### config.mk
export PLATFORM = sky130hd
export DESIGN_NAME = bin2bcd_seq
export DESIGN_NICKNAME = d
export VERILOG_FILES = /design/src/rtl/bin2bcd_seq.sv
export SDC_FILE = /design/constraint.sdc
export NUM_CORES = 1
export LEC_CHECK = 0
export ABC_AREA = 1
export BUFFER_PORTS_ARGS = -buffer_cell sky130_fd_sc_hd__buf_2
export CORE_ASPECT_RATIO = 1.4
export CORE_UTILIZATION = 43
export CTS_CLUSTER_DIAMETER = 100
export CTS_CLUSTER_SIZE = 8
export DETAILED_ROUTE_END_ITERATION = 8
export SETUP_SLACK_MARGIN = 0.05
export SLEW_MARGIN = 10
export SYNTH_ARGS = -nofsm -noshare
export SYNTH_HDL_FRONTEND = slang
export SYNTH_SLANG_ARGS = --single-unit
### constraint.sdc
create_clock -name CLK -period 2.03 [get_ports CLK]
set_input_delay 0.1015 -clock CLK [delete_from_list [all_inputs] [get_ports CLK]]
set_output_delay 0.1015 -clock CLK [all_outputs]
set_load 0.05 [all_outputs]
### src/rtl/bin2bcd_seq.sv
// Purpose: sequential binary-to-packed-BCD converter (shift-and-add-3, one bit per cycle).
// Latency: START accepted at cycle 0 -> VALID/DOUT at cycle IN_W+1; next START accepted the cycle after VALID.
// Backpressure: none; START is only sampled in IDLE, requests while BUSY are dropped.
// Optional: define BIN2BCD_LZ_BLANK_EN to add the BLANK leading-zero mask output.
module bin2bcd_seq #(
  parameter int IN_W   = 27,
  parameter int DIGITS = 8
) (
  input  logic                  CLK,
  input  logic                  RST_X,
  input  logic                  START,
  input  logic [IN_W-1:0]       DIN,
  output logic                  BUSY,
  output logic                  VALID,
  output logic                  OVF,
  output logic [4*DIGITS-1:0]   DOUT
`ifdef BIN2BCD_LZ_BLANK_EN
  ,
  output logic [DIGITS-1:0]     BLANK
`endif
);

  localparam int BCD_W = 4 * DIGITS;
  localparam int CNT_W = $clog2(IN_W + 1);
  // Largest value representable in DIGITS decimal digits, one bit wider than DIN.
  localparam logic [IN_W:0] MAX_VAL = (IN_W + 1)'(10 ** DIGITS - 1);

  typedef enum logic [1:0] {
    S_IDLE,
    S_SHIFT,
    S_DONE
  } state_t;

  state_t             state;
  logic [IN_W-1:0]    shift_reg;
  logic [BCD_W-1:0]   bcd_reg;
  logic [CNT_W-1:0]   bit_cnt;
  logic               ovf_pend;
  logic [BCD_W-1:0]   bcd_adj;
  logic [BCD_W-1:0]   bcd_next;

  // Add-3 correction on every digit >= 5, then shift the next binary MSB into digit 0.
  // Correction precedes the shift, so a 4-bit add never carries out of its digit.
  always_comb begin
    bcd_adj = '0;
    for (int d = 0; d < DIGITS; d++) begin
      bcd_adj[4*d +: 4] = (bcd_reg[4*d +: 4] >= 4'd5) ? bcd_reg[4*d +: 4] + 4'd3
                                                      : bcd_reg[4*d +: 4];
    end
    bcd_next = {bcd_adj[BCD_W-2:0], shift_reg[IN_W-1]};
  end

`ifdef BIN2BCD_LZ_BLANK_EN
  logic [DIGITS-1:0] blank_next;
  logic              nz_seen;

  // Blank each digit above the most significant nonzero one; digit 0 always shows.
  always_comb begin
    blank_next = '0;
    nz_seen    = 1'b0;
    for (int i = DIGITS - 1; i >= 1; i--) begin
      if (bcd_next[4*i +: 4] != 4'd0) nz_seen = 1'b1;
      blank_next[i] = ~nz_seen;
    end
  end
`endif

  // Control FSM; outputs are registered and loaded on the final shift edge so that
  // the DONE cycle presents VALID together with the new DOUT/OVF.
  always_ff @(posedge CLK or negedge RST_X) begin
    if (!RST_X) begin
      state     <= S_IDLE;
      shift_reg <= '0;
      bcd_reg   <= '0;
      bit_cnt   <= '0;
      ovf_pend  <= 1'b0;
      BUSY      <= 1'b0;
      VALID     <= 1'b0;
      OVF       <= 1'b0;
      DOUT      <= '0;
`ifdef BIN2BCD_LZ_BLANK_EN
      BLANK     <= '0;
`endif
    end else begin
      case (state)
        S_IDLE: begin
          VALID <= 1'b0;
          if (START) begin
            shift_reg <= DIN;
            bcd_reg   <= '0;
            bit_cnt   <= CNT_W'(IN_W);
            ovf_pend  <= ({1'b0, DIN} > MAX_VAL);
            BUSY      <= 1'b1;
            state     <= S_SHIFT;
          end
        end
        S_SHIFT: begin
          bcd_reg   <= bcd_next;
          shift_reg <= {shift_reg[IN_W-2:0], 1'b0};
          bit_cnt   <= bit_cnt - CNT_W'(1);
          if (bit_cnt == CNT_W'(1)) begin
            BUSY  <= 1'b0;
            VALID <= 1'b1;
            OVF   <= ovf_pend;
            DOUT  <= ovf_pend ? {DIGITS{4'h9}} : bcd_next;
`ifdef BIN2BCD_LZ_BLANK_EN
            BLANK <= ovf_pend ? '0 : blank_next;
`endif
            state <= S_DONE;
          end
        end
        S_DONE: begin
          VALID <= 1'b0;
          state <= S_IDLE;
        end
        default: begin
          BUSY  <= 1'b0;
          VALID <= 1'b0;
          state <= S_IDLE;
        end
      endcase
    end
  end

endmodule

==> results.sh <==
export IMPL_status="finished, final reports clean"
export IMPL_drtIter0Drc=221
export IMPL_placed_area_um2=5380
export IMPL_ys_seq_elements=102
export IMPL_area_delta_synth_final_pct=18.75
export IMPL_ys_types=26
export IMPL_path_clk_slew_ns=0.07
export IMPL_dr_pass1_iters=4
export IMPL_grt_setup_unrepaired="false"
export IMPL_slew_viol_final=0
export IMPL_slew_limit_headroom=0.5409
export IMPL_diodes=0
export IMPL_grt_max_degree=65
export IMPL_p_int_mw=5.442
export IMPL_synth_commonest_cells="nand2_1, dfrtp_1, inv_1"
export IMPL_synth_nets=610
export IMPL_clock_root_buffer="clkbuf_16"
export IMPL_portBuffers=64
export IMPL_postCtsSetupBuffers=0
export IMPL_drtAntennaViolNets=0
export IMPL_die_area_um2=11810
export IMPL_seq_area_frac_synth=0.5219
export IMPL_switchingPower_mw=4.466
export IMPL_grtUsageMet1=0.2517
export IMPL_required_ns=2.27
export IMPL_p_per_area_nw_per_um2=1706
export IMPL_grt_usage=0.2043
export IMPL_synth_area_leader_cell="dfrtp_1"
export IMPL_critical_path_arrival_ns=1.98
export IMPL_synth_top_area_frac=0.5219
export IMPL_overflow=0
export IMPL_finalNetCount=686
export IMPL_drc=0
export IMPL_drt_wl_total_um=10980
export IMPL_clock_power_share=0.186
export IMPL_drive_gt1_frac=0.1680
export IMPL_clk_latency_ns=0.35
export IMPL_grt_use_met3=0.04152
export IMPL_hold_viol_final=0
export IMPL_yosysMostFrequentCell="nand2_1"
export IMPL_min_period_ns=1.732
export IMPL_hp_class="in -> reg"
export IMPL_leakage_nw=3.011
export IMPL_synthArstFlopShare=1.000
export IMPL_cts_tree="yes"
export IMPL_synth_area_per_cell_um2=8.703
export IMPL_start_kind="flop"
export IMPL_maxCapViolations=0
export IMPL_vias=4012
export IMPL_hpwl_um=7516
export IMPL_syn_inst=562
export IMPL_critPathMaxFanout=23
export IMPL_grt_util_met2=0.3499
export IMPL_seqPwrFrac=0.347
export IMPL_worstReg2RegStart="bit_cnt[1]"
export IMPL_synthTopCellsByArea="dfrtp_1, nand2_1, inv_1"
export IMPL_grt_pass1_vias=4195
export IMPL_yosys_warnings=0
export IMPL_cts_sinks=102
export IMPL_row_count=45
export IMPL_end_kind="flop"
export IMPL_top_usage_layer="met2"
export IMPL_ioPinCount=65
export IMPL_wl_per_cell_um=14.01
export IMPL_grt_pass1_wl_um=19070
export IMPL_die_h_um=128.2
export IMPL_via_per_inst=5.117
export IMPL_clk_path_buf_depth=2
export IMPL_core_um2=10980
export IMPL_final_setup_skew_ns=0.007495
export IMPL_ir_drop_mv=0.6956
export IMPL_antenna_found_initial=0
export IMPL_combPwrFrac=0.467
export IMPL_period_share=0.8530
export IMPL_die_w_um=92.14
export IMPL_hp_start="DIN[21]"
export IMPL_synth_edff_count=0
export IMPL_syn_cell_area_um2=4891
export IMPL_ys_flop_type="dfrtp_1"
export IMPL_worstMarginPinSlew_ns=0.6879
export IMPL_design_area_um2=5808
export IMPL_startpoint="bit_cnt[1]"
export IMPL_swShare=0.4508
export IMPL_gp_congestion=0.8268
export IMPL_htreeDepth=3
export IMPL_cts_buffers_inserted=9
export IMPL_critical_path_class="reg -> reg"
export IMPL_initial_core_util=0.4455
export IMPL_tns_ns=0
export IMPL_setup_viol=0
export IMPL_max_clock_freq_ghz=0.5775
-- power groups by stage --
stage	Clock, mW	Sequential [mW]	Combinational [mW]
after floorplan	0	4.20	2.73
after global placement	0	3.45	4.51
after detailed placement	0	3.48	4.62
after CTS	1.88	3.44	4.67
after global routing	1.96	3.56	5.19
final	1.84	3.44	4.63
-- path summary, 6_finish.rpt --
kind / end / slack [ns] / cells after the start
max: DOUT[4] / 0.30 / 9
min: shift_reg[21] / 0.0004 / 3
max reg2reg: DOUT[4] / 0.30 / 9
min reg2reg: shift_reg[21] / 0.48 / 2
max in group asynchronous: DOUT[5] / 1.30 / 3
min in group asynchronous: DOUT[26] / 0.13 / 2
-- per-stage QoR --
stage | worst slack, ns | hold slack (ns) | instances | total power [mW] | utilization
2_1_floorplan | 0.5603 | -0.1941 | 562 | 6.927 | -
3_3_place_gp | 0.2777 | -0.04893 | 757 | 7.964 | 0.4900
3_5_place_dp | 0.1924 | -0.05042 | 757 | 8.096 | 0.4900
4_1_cts | 0.1770 | 0.00005335 | 784 | 9.991 | 0.5288
5_1_grt | 0.08121 | 0.006786 | 784 | 10.70 | 0.5290
6_report | 0.2984 | 0.0004153 | 784 | 9.908 | 0.5290
-- cell type report --
| type | instances | area (µm²) |
|---|---|---|
| Clock buffer | 10 | 229.0 |
| Clock inverter | 6 | 86.33 |
| Fill cell | 1051 | 5171 |
| Inverter | 75 | 286.5 |
| Multi-Input combinational cell | 365 | 1957 |
| Sequential cell | 102 | 2552 |
| Tap cell | 141 | 176.4 |
| Timing Repair Buffer | 85 | 520.5 |
-- cell usage in the layout, fill, tap and decap left out, types with 8 or more instances in the layout --
cell type,instances
nand2_1,131
clkbuf_16,9
dfrtp_1,102
a22oi_1,21
nor2_1,48
buf_2,63
nand3_1,23
o22ai_1,25
ha_1,18
dlygate4sd3_1,11
buf_4,10
a21oi_1,12
inv_1,71
o21ai_0,53
o21ai_2,10
xor2_1,8
-- repair_timing --
action,4_1_cts,5_1_grt
setup endpoints to repair,0,4
hold buffers,11,0
hold endpoints to repair,112,0
gates resized for setup,0,2
-- kinds of logic (layout without fill, tap and decap cells) --
| logic type | count (synthesis) | after routing | share of synthesized area |
|---|---|---|---|
| AND/OR/NAND/NOR | 209 | 209 | 0.1775 |
| AO/OA/AOI/OAI | 130 | 130 | 0.1622 |
| flip-flops | 102 | 102 | 0.5219 |
| buffers and inverters | 95 | 176 | 0.07803 |
| adder cells (fa/ha/maj) | 18 | 18 | 0.04605 |
| XOR/XNOR | 8 | 8 | 0.01433 |
-- critical path, stage by stage, from the launching register on --
cell and delay (ns):
dfrtp_1 0.37, inv_1 0.12, ha_1 0.19, nand3b_2 0.16, nor2_8 0.13, inv_4 0.10
nor2_4 0.20, inv_4 0.17, nor2_1 0.14, nor2_1 0.05
-- routing by layer --
| layer | wire length, µm | share of wire |
|---|---|---|
| met1 | 4884 | 0.44 |
| met2 | 5420 | 0.49 |
| met3 | 467 | 0.043 |
| met4 | 209 | 0.019 |
| met5 | 0 | 0 |
Note: power is estimated with default switching activity, not from simulation.
